--- config.mk ---
export PLATFORM = sky130hd
export DESIGN_NAME = splitting_4kb_ctrl
export DESIGN_NICKNAME = d
export VERILOG_FILES = /design/src/rtl/splitting_4kb_ctrl.sv
export SDC_FILE = /design/constraint.sdc
export NUM_CORES = 1
export LEC_CHECK = 0
export CAP_MARGIN = 0
export CORE_MARGIN = 4
export CORE_UTILIZATION = 45
export DETAILED_ROUTE_END_ITERATION = 16
export PLACE_DENSITY = 0.69
export SETUP_SLACK_MARGIN = 0.15
export SLEW_MARGIN = 40
export SYNTH_ARGS = -nofsm -noshare
export SYNTH_HDL_FRONTEND = slang
export SYNTH_SLANG_ARGS = --single-unit
--- constraint.sdc ---
create_clock -name ACLK_i -period 7.95 [get_ports ACLK_i]
set_clock_uncertainty 0.05 [all_clocks]
set_input_delay 1.9875 -clock ACLK_i [delete_from_list [all_inputs] [get_ports ACLK_i]]
set_output_delay 1.9875 -clock ACLK_i [all_outputs]
set_load 0.05 [all_outputs]
--- src/rtl/splitting_4kb_ctrl.sv ---
// -----------------------------------------------------------------------------
// splitting_4kb_ctrl
// Sequences one AXI4 address channel (AW or AR) through 4KB-boundary splitting.
// A burst accepted from the upstream port is held and re-issued downstream as
// one sub-burst (no crossing) or two sub-bursts (crossing). Each accepted burst
// pushes {ID, split} into a small first-word-fall-through info FIFO, which the
// response path uses to merge B/R responses.
//
// Ports
//   ACLK_i, ARESET_i             clock, async active-high reset
//   s_Ax{ID,ADDR,LEN,SIZE}_i     upstream burst fields
//   s_AxVALID_i / s_AxREADY_o    upstream handshake
//   m_Ax{ID,ADDR,LEN,SIZE}_o     downstream sub-burst fields
//   m_AxVALID_o / m_AxREADY_i    downstream handshake
//   m_split_first_o              current sub-burst is the first half of a split
//   info_ID_o, info_split_o      info FIFO head
//   info_valid_o / info_ready_i  info FIFO handshake (pop)
// -----------------------------------------------------------------------------
module splitting_4kb_ctrl #(
  parameter int ADDR_WIDTH = 32,
  parameter int LEN_WIDTH  = 8,
  parameter int SIZE_WIDTH = 3,
  parameter int ID_WIDTH   = 4,
  parameter int INFO_DEPTH = 4
) (
  input  logic                  ACLK_i,
  input  logic                  ARESET_i,
  input  logic [ID_WIDTH-1:0]   s_AxID_i,
  input  logic [ADDR_WIDTH-1:0] s_AxADDR_i,
  input  logic [LEN_WIDTH-1:0]  s_AxLEN_i,
  input  logic [SIZE_WIDTH-1:0] s_AxSIZE_i,
  input  logic                  s_AxVALID_i,
  output logic                  s_AxREADY_o,
  output logic [ID_WIDTH-1:0]   m_AxID_o,
  output logic [ADDR_WIDTH-1:0] m_AxADDR_o,
  output logic [LEN_WIDTH-1:0]  m_AxLEN_o,
  output logic [SIZE_WIDTH-1:0] m_AxSIZE_o,
  output logic                  m_AxVALID_o,
  input  logic                  m_AxREADY_i,
  output logic                  m_split_first_o,
  output logic [ID_WIDTH-1:0]   info_ID_o,
  output logic                  info_split_o,
  output logic                  info_valid_o,
  input  logic                  info_ready_i
);

  // Width that holds (LEN+1) << SIZE for any field value.
  localparam int TW = LEN_WIDTH + (1 << SIZE_WIDTH);
  localparam int PW = $clog2(INFO_DEPTH);

  typedef enum logic [1:0] {IDLE, ISSUE1, ISSUE2} state_t;

  // End offset within the 4KB page, 13 bits: bit 12 set means the burst
  // reaches or passes the next page boundary.
  function automatic logic [12:0] calc_end(input logic [11:0]           a,
                                           input logic [LEN_WIDTH-1:0]  l,
                                           input logic [SIZE_WIDTH-1:0] s);
    return 13'(TW'(a) + ((TW'(l) + TW'(1)) << s));
  endfunction

  // Ending exactly on the boundary still fits in the page.
  function automatic logic is_cross(input logic [12:0] e);
    return e[12] & (e[11:0] != 12'd0);
  endfunction

  state_t                r_state, w_state_nxt;
  logic [ID_WIDTH-1:0]   r_id;
  logic [ADDR_WIDTH-1:0] r_addr;
  logic [LEN_WIDTH-1:0]  r_len;
  logic [SIZE_WIDTH-1:0] r_size;

  logic [ID_WIDTH-1:0]   r_fifo_id [INFO_DEPTH];
  logic [INFO_DEPTH-1:0] r_fifo_split;
  logic [PW-1:0]         r_wptr, r_rptr;
  logic [PW:0]           r_count;

  logic [12:0] w_end;
  logic        w_cross, w_in_cross, w_final, w_accept, w_pop, w_full, w_empty;
  logic [11:0] w_rem;

  assign w_end      = calc_end(r_addr[11:0], r_len, r_size);
  assign w_cross    = is_cross(w_end);
  // Beats that land in the next page.
  assign w_rem      = w_end[11:0] >> r_size;
  assign w_in_cross = is_cross(calc_end(s_AxADDR_i[11:0], s_AxLEN_i, s_AxSIZE_i));

  assign w_full  = (r_count == (PW+1)'(INFO_DEPTH));
  assign w_empty = (r_count == '0);
  assign w_pop   = ~w_empty & info_ready_i;

  // The last sub-burst of the held burst; its handshake frees the hold
  // register so a new burst can be loaded in the same cycle.
  assign w_final     = ((r_state == ISSUE1) & ~w_cross) | (r_state == ISSUE2);
  assign s_AxREADY_o = ~w_full & ((r_state == IDLE) | (w_final & m_AxREADY_i));
  assign w_accept    = s_AxVALID_i & s_AxREADY_o;

  assign m_AxID_o     = r_id;
  assign m_AxSIZE_o   = r_size;
  assign info_valid_o = ~w_empty;
  assign info_ID_o    = r_fifo_id[r_rptr];
  assign info_split_o = r_fifo_split[r_rptr];

  always_ff @(posedge ACLK_i or posedge ARESET_i) begin
    if (ARESET_i) begin
      r_state <= IDLE;
    end else begin
      r_state <= w_state_nxt;
    end
  end

  always_comb begin
    w_state_nxt     = r_state;
    m_AxVALID_o     = 1'b0;
    m_AxADDR_o      = r_addr;
    m_AxLEN_o       = r_len;
    m_split_first_o = 1'b0;
    case (r_state)
      IDLE: begin
        if (w_accept) w_state_nxt = ISSUE1;
      end
      ISSUE1: begin
        m_AxVALID_o     = 1'b1;
        m_split_first_o = w_cross;
        if (w_cross) m_AxLEN_o = r_len - LEN_WIDTH'(w_rem);
        if (m_AxREADY_i) begin
          if (w_cross)       w_state_nxt = ISSUE2;
          else if (w_accept) w_state_nxt = ISSUE1;
          else               w_state_nxt = IDLE;
        end
      end
      ISSUE2: begin
        m_AxVALID_o = 1'b1;
        m_AxADDR_o  = {r_addr[ADDR_WIDTH-1:12] + (ADDR_WIDTH-12)'(1), 12'h000};
        m_AxLEN_o   = LEN_WIDTH'(w_rem - 12'd1);
        if (m_AxREADY_i) w_state_nxt = w_accept ? ISSUE1 : IDLE;
      end
      default: w_state_nxt = IDLE;
    endcase
  end

  // Held burst
  always_ff @(posedge ACLK_i or posedge ARESET_i) begin
    if (ARESET_i) begin
      r_id   <= '0;
      r_addr <= '0;
      r_len  <= '0;
      r_size <= '0;
    end else if (w_accept) begin
      r_id   <= s_AxID_i;
      r_addr <= s_AxADDR_i;
      r_len  <= s_AxLEN_i;
      r_size <= s_AxSIZE_i;
    end
  end

  // Info FIFO control
  always_ff @(posedge ACLK_i or posedge ARESET_i) begin
    if (ARESET_i) begin
      r_wptr  <= '0;
      r_rptr  <= '0;
      r_count <= '0;
    end else begin
      if (w_accept) r_wptr <= r_wptr + PW'(1);
      if (w_pop)    r_rptr <= r_rptr + PW'(1);
      case ({w_accept, w_pop})
        2'b10:   r_count <= r_count + (PW+1)'(1);
        2'b01:   r_count <= r_count - (PW+1)'(1);
        default: r_count <= r_count;
      endcase
    end
  end

  // Info FIFO storage; entries are only read while the count covers them.
  always_ff @(posedge ACLK_i) begin
    if (w_accept) begin
      r_fifo_id[r_wptr]    <= s_AxID_i;
      r_fifo_split[r_wptr] <= w_in_cross;
    end
  end

endmodule

==> results by group, run 1 <==
Synthesis
  – Async SR Flop Fraction: between 70% and 80%
  – Mean Syn Cell Area: roughly 8.8 um^2
  – Flops & latches, synth: 76
  – Mapped Cells: just under 800
  – Post-synth EDFFs: 20
  – Yosys cell types: 78
  – Yosys warnings: 0
  – Mapped Area: around 7000 um^2
  – Register area share after synthesis: between 20 and 30%
  – Top_reg_cell synth: dfrtp_1
  – Syn nets: 869

Finish
  – Share of post-route cells with drive strength above 1: a little under an eighth
  – Diodes inserted: 0
  – Post-layout nets: ~970
  – Register area: roughly 2000 um^2
  – Area growth syn-to-layout: 25.78%
  – Fin area: 8582 um^2
  – Area taken by multi-input logic gates: between 4000 and 5000 um^2
  – Fill cells: approximately 1300

Floorplanning
  – Core Region: about 15000 um^2
  – Chip width: about 130 um
  – Core Rows: between 40 and 50
  – DIE HEIGHT: 131.1 um
  – Ports: between 100 and 150
  – Initial core utilization: a little under half
  – Die area: ~17000 um^2

STA
  – Final hold vios: 0
  – Relative slew slack: roughly half
  – Final period util: between 90% and 100%
  – Min Tclk post-route: roughly 7.6 ns
  – Worst-Margin Slew: between 0.7 and 0.8 ns
  – RSZ-0062 raised after global routing: false
  – Final Max Slew Viols: 0
  – F_max: between 100 and 150 MHz
  – Final setup viols: 0
  – Setup TNS: 0 ns

GRT
  – Total global routing track utilization: around 21%
  – Grt total ovfl: 0
  – Vias in the first global route: 6113
  – Initial antenna violation count: 0
  – First-pass GRT wire length: ~30000 um
  – Largest net degree at the start of global routing: between 50 and 60

Worst setup path
  – Slowest cell on crit path: a221o_1
  – Crit path cell chain: buf_4, and3_1, a311oi_1, nor3_1, mux2_2, nor2_1, a21oi_1, ha_1, a21oi_1, o21ai_1, a221o_1, a2111oi_4, a2111oi_2, a311o_1, o21ai_1, ha_2, nand3_1, nand2_1, a41oi_2, mux2i_1, o221ai_2, buf_12
  – CP Launch Type: flip-flop
  – Critical Path AT: about 5.5 ns
  – WS Path Type: reg -> out
  – Crit end category: output port
  – CP Max Fanout: 8
  – Critical path required time: about 6 ns
  – Slowest stage delay, CP: roughly 0.44 ns

CTS
  – H-tree depth: 3
  – Clk sink count: 76
  – Clock Path Buffers: 2
  – Post-CTS Hold Buffers: 0
  – Cts bufs inserted: 9
  – Clk slew on worst S/H paths: ~0.070 ns
  – CTS root buffer: clkbuf_16
  – CTS tree: yes
  – Clock latency on the worst-skew pair: about 0.34 ns

Flow run
  – Max cap viols: 0

Detailed routing
  – Wire per inst: approximately 18 um
  – Vias: approximately 6300
  – Post-Route WL: ~19000 um
  – DRT antenna net count: 0
  – DRT iter0 DRCs: around 380
  – DRC errors left: 0
  – First-pass DRT Iterations: 5
  – DR vias/cell: 5.974

Min path
  – Min-Delay Path Class: reg -> reg

Placement
  – DP HPWL: about 14000 um
  – Routability cong.: ~0.90
  – Placed inst area: a little over 8000 um^2
  – PortBufs: about 110

Status
  – Outcome: completed
==> synthesized netlist by cell type, types with 3 or more instances <==
library cell	n	share of area [%]
o211ai_1	8	0.88
a2111oi_0	4	0.51
a211oi_1	8	0.88
fa_1	3	0.88
a21oi_1	52	3.8
a31oi_1	10	0.92
xor2_1	19	2.4
mux2_1	40	6.6
mux2i_1	13	1.9
a31o_2	3	0.39
buf_6	4	0.66
nand3_1	17	1.2
nor2_1	58	3.2
o221ai_1	5	0.64
o211a_1	3	0.44
o31ai_1	3	0.33
nor2b_1	15	1.4
inv_1	42	2.3
a22o_1	9	1.2
xnor2_1	35	4.5
nand2b_1	11	1.0
a221oi_1	3	0.39
mux4_2	6	2.0
a21o_1	7	0.77
ha_1	42	7.7
nor4_1	5	0.46
buf_1	5	0.28
nor3b_1	3	0.33
buf_2	6	0.44
and2_1	8	0.73
nand4_1	9	0.83
or3_1	8	0.73
o22ai_1	3	0.28
o21ai_1	4	0.29
nor3_1	9	0.66
edfxtp_1	20	8.8
nand2_1	72	4.0
clkbuf_1	26	1.4
and3_1	13	1.2
o21ai_0	46	3.4
dfrtp_1	56	21
mux2_2	9	1.5
a211o_1	6	0.77
==> worst max-delay path, delay by kind of cell (launching register included) <==
family,cells,cell delay (ns)
AOI/OAI and AO/OA,11,2.61
adders and majority gates,2,0.74
and+or+nand+nor,5,0.55
muxes,2,0.53
DFF,1,0.42
buffers and inverters,2,0.34
==> metrics by stage <==
stage               setup WS [ns]  std cells  hold WS [ns]  utilization [%]
floorplan                  0.1787        772        0.4253                -
global placement           0.4649       1030        0.4252            54.71
detailed placement         0.2619       1030        0.4343            54.71
CTS                        0.1770       1046        0.4520            57.01
global route               0.1214       1057        0.4719            58.38
finish                     0.3756       1057        0.4475            58.38
==> state kept, by name, indices dropped and copies added, names as in the netlist <==
register,count
m_AxID_o,4
m_AxSIZE_o,3
r_addr,32
r_count,3
r_fifo_id,16
r_fifo_split,4
r_len,8
r_rptr,2
r_state,2
r_wptr,2
==> path summary, 6_finish.rpt <==
| kind | slack [ns] | depth (start not counted) | end | start |
|---|---|---|---|---|
| hold reg to reg | 0.45 | 1 | m_AxID_o[0]$_DFFE_PP0P_ | m_AxID_o[0]$_DFFE_PP0P_ |
| setup reg to reg | 2.19 | 20 | r_fifo_id[1][3]$_DFFE_PP_ | r_len[3]$_DFFE_PP0P_ |
| setup / recovery | 0.38 | 22 | m_AxLEN_o[7] | r_len[3]$_DFFE_PP0P_ |
| hold / removal | 0.45 | 1 | m_AxID_o[0]$_DFFE_PP0P_ | m_AxID_o[0]$_DFFE_PP0P_ |
| max in group asynchronous | 5.19 | 3 | r_len[0]$_DFFE_PP0P_ | ARESET_i |
| min in group asynchronous | 2.13 | 3 | r_addr[12]$_DFFE_PP0P_ | ARESET_i |
==> logic make-up (layout without fill, tap and decap cells) <==
group                      after synthesis  in the layout  share of synthesized area (%)
and+or+nand+nor                        238            238                          16.96
DFF                                     76             76                          29.34
muxes                                   68             68                          11.98
buffers and inverters                   84            185                          5.171
xor gates and xnor gates                54             54                          6.932
adders and majority gates               46             46                          8.747
AOI/OAI and AO/OA                      206            206                          20.87
==> cells in the final DEF (no fill, tap or decap), types with 10 or more instances in the layout <==
master and count:
a21oi_1 49, and3_1 13, buf_4 21, clkbuf_16 10
clkdlybuf4s50_1 99, dfrtp_1 49, edfxtp_1 20, ha_1 37
inv_1 41, mux2_1 40, mux2i_1 13, nand2_1 72
nand2b_1 11, nand3_1 17, nor2_1 58, nor2b_1 15
o21ai_0 42, xnor2_1 34, xor2_1 18
==> final cells by class <==
type                    instances  share of cell area (%)
repair buffers                126                   14.68
inverters                      43                   1.881
flip-flops and latches         76                   23.43
clock buffers                  10                   2.916
clock inverters                 6                  0.8893
multi-input cells             612                   53.52
well taps                     184                   2.683
==> routing by layer <==
layer	global-route usage (%)	up-vias	part of all wire [%]
li1	-	3011	-
met5	0	-	0
met4	6.068	0	2.0
met1	27.34	3073	43
met3	2.523	36	4.4
met2	35.80	194	50
==> timing repair <==
item	in CTS	in global routing
endpoints found under the setup margin	4	6
cloned	0	0
gates resized for setup	9	24
buffers inserted	0	11
Power of run 1 is left out: the tool's default activity adds up to more than one toggle a clock period on the data nets, which glitch-free logic cannot reach.
==> inputs of run 2 (changes only) <==
--- a/config.mk
+++ b/config.mk
@@ -12,3 +12,2 @@
 export PLACE_DENSITY = 0.69
-export SETUP_SLACK_MARGIN = 0.15
 export SLEW_MARGIN = 40
--- a/constraint.sdc
+++ b/constraint.sdc
@@ -4,2 +4,2 @@
 set_output_delay 1.9875 -clock ACLK_i [all_outputs]
-set_load 0.05 [all_outputs]
+set_load 0.005 [all_outputs]
==> run 2 against run 1 <==
Critical path depth decreased by 1. Sequential share of layout area barely moved. Highest routed layer unchanged. Setup slack got worse by 0.20 ns. Critical endpoint is now m_AxLEN_o[6].
==> results by group, run 2 (synthesis gave the netlist of run 1 again) <==
Status
  – Outcome: completed

Placement
  – Placed inst area: ~8000 um^2
  – PortBufs: 107
  – Routability cong.: approximately 0.9
  – DP HPWL: between 10000 and 15000 um
  – Pre-CTS setup slack: 0.3488 ns

STA
  – Worst-Margin Slew: ~0.76 ns
  – Setup TNS: 0 ns
  – Final setup viols: 0
  – Final hold vios: 0
  – F_max: about 130 MHz
  – Relative slew slack: about half
  – Min Tclk post-route: 7.773 ns
  – Final period util: 97.78%
  – Setup ws final: about 0.18 ns
  – Final Max Slew Viols: 0

CTS
  – Clk slew on worst S/H paths: 0.07 ns
  – Clock latency on the worst-skew pair: 0.34 ns
  – Post-CTS Hold Buffers: 0
  – Clk sink count: 76
  – H-tree depth: 3
  – CTS root buffer: clkbuf_16
  – CTS tree: yes
  – Clock Path Buffers: 2
  – Cts bufs inserted: 9

Finish
  – Most common cell after layout, fill and taps aside: clkdlybuf4s50_1
  – Commonest non-fill, non-tap cells in the layout: 107 x clkdlybuf4s50_1, 72 x nand2_1, 58 x nor2_1
  – Layout Utilization: 58.25%
  – Max reg flops: 32
  – Biggest register: r_addr
  – Diodes inserted: 0
  – Area growth syn-to-layout: 25.49%
  – Largest registers: r_addr: 32 flops, r_fifo_id: 16 flops, r_len: 8 flops
  – Share of post-route cells with drive strength above 1: between 10 and 15%
  – Post-layout nets: between 900 and 1000
  – Fin area: approximately 8600 um^2

GRT
  – Met2 Use GR: 35.05%
  – Initial antenna violation count: 0
  – Largest net degree at the start of global routing: 57
  – Met3 GRT Util: ~3.5%
  – Busiest layer in global routing: met2
  – Met1 global-route usage: 28.42%
  – Total global routing track utilization: 21.09%
  – Grt total ovfl: 0
  – First-pass GRT wire length: about 31000 um
  – Vias in the first global route: approximately 6100

Detailed routing
  – DR vias/cell: between 5 and 6
  – Wire per inst: 17.60 um
  – Post-Route WL: roughly 19000 um
  – DRC errors left: 0
  – Vias: between 6000 and 7000
  – DRT antenna net count: 0
  – First-pass DRT Iterations: 5
  – DRT iter0 DRCs: 395

Worst setup path
  – Buf/Inv on CP: 2
  – Crit path max-delay family: compound AO/OA/AOI/OAI gates
  – Critical Path AT: between 5 and 6 ns
  – Slowest stage delay, CP: between 0.4 and 0.5 ns
  – Crit end category: output port
  – CP Launch Type: flip-flop
  – Slowest cell on crit path: clkdlybuf4s50_1
  – Critical path required time: a little under 6 ns
  – Crit path cell chain: buf_4, and2_1, o211ai_1, a31oi_1, mux2_2, nor2_1, a21oi_1, ha_2, and3_1, and3_1, a221o_1, a21o_1, xnor2_1, a221oi_1, a21oi_2, ha_1, o21ai_0, a21oi_1, nor4b_1, or3_1, clkdlybuf4s50_1
  – WS Path Type: reg -> out
  – CP Max Fanout: 10

Floorplanning
  – Initial core utilization: a little under half
  – Chip width: between 100 and 150 um
  – Die area: 17200 um^2
  – Core Rows: 44
  – Core Region: about 15000 um^2
  – DIE HEIGHT: about 130 um
  – Ports: about 110

Min path
  – Min-Delay Path Class: reg -> reg

Flow run
  – Max cap viols: 0
[run 2: cell type report]
cell class / count / area (um^2)
inverter: 43 / 165.2
tap: 184 / 230.2
timing repair buffer: 132 / 1262
clock inverter: 7 / 70.07
multi-input combinational: 612 / 4602
fill: 1299 / 6137
sequential: 76 / 2007
clock buffer: 9 / 225.2
[run 2: final timing paths]
check,start,end,slack (ns),cells after the start
min,m_AxID_o[1]$_DFFE_PP0P_,m_AxID_o[1]$_DFFE_PP0P_,0.45,1
max in group asynchronous,ARESET_i,r_len[2]$_DFFE_PP0P_,5.20,3
min in group asynchronous,ARESET_i,r_addr[12]$_DFFE_PP0P_,2.12,3
max,r_len[1]$_DFFE_PP0P_,m_AxLEN_o[6],0.18,21
min reg2reg,m_AxID_o[1]$_DFFE_PP0P_,m_AxID_o[1]$_DFFE_PP0P_,0.45,1
max reg2reg,r_len[1]$_DFFE_PP0P_,r_fifo_id[0][0]$_DFFE_PP_,2.37,20
[run 2: what timing repair did]
action                     in CTS  in global routing
hold endpoints to repair        0                  0
buffers inserted                0                 10
gates resized for setup         2                 32
pin swaps                       0                  5
setup endpoints to repair       3                  5
[run 2: through the flow]
stage	instances	hold slack, ns
floorplan	772	0.4253
global placement	1037	0.4248
detailed placement	1037	0.4350
CTS	1053	0.4494
global route	1063	0.4719
finish	1063	0.4476
[run 2: per-layer routing]
layer  vias up  share of wire [%]
met5         -                  0
met4         0                1.7
met3        27                4.6
met2       184                 49
met1      3051                 45
li1       3027                  -
Power of run 2 is left out for the same reason.
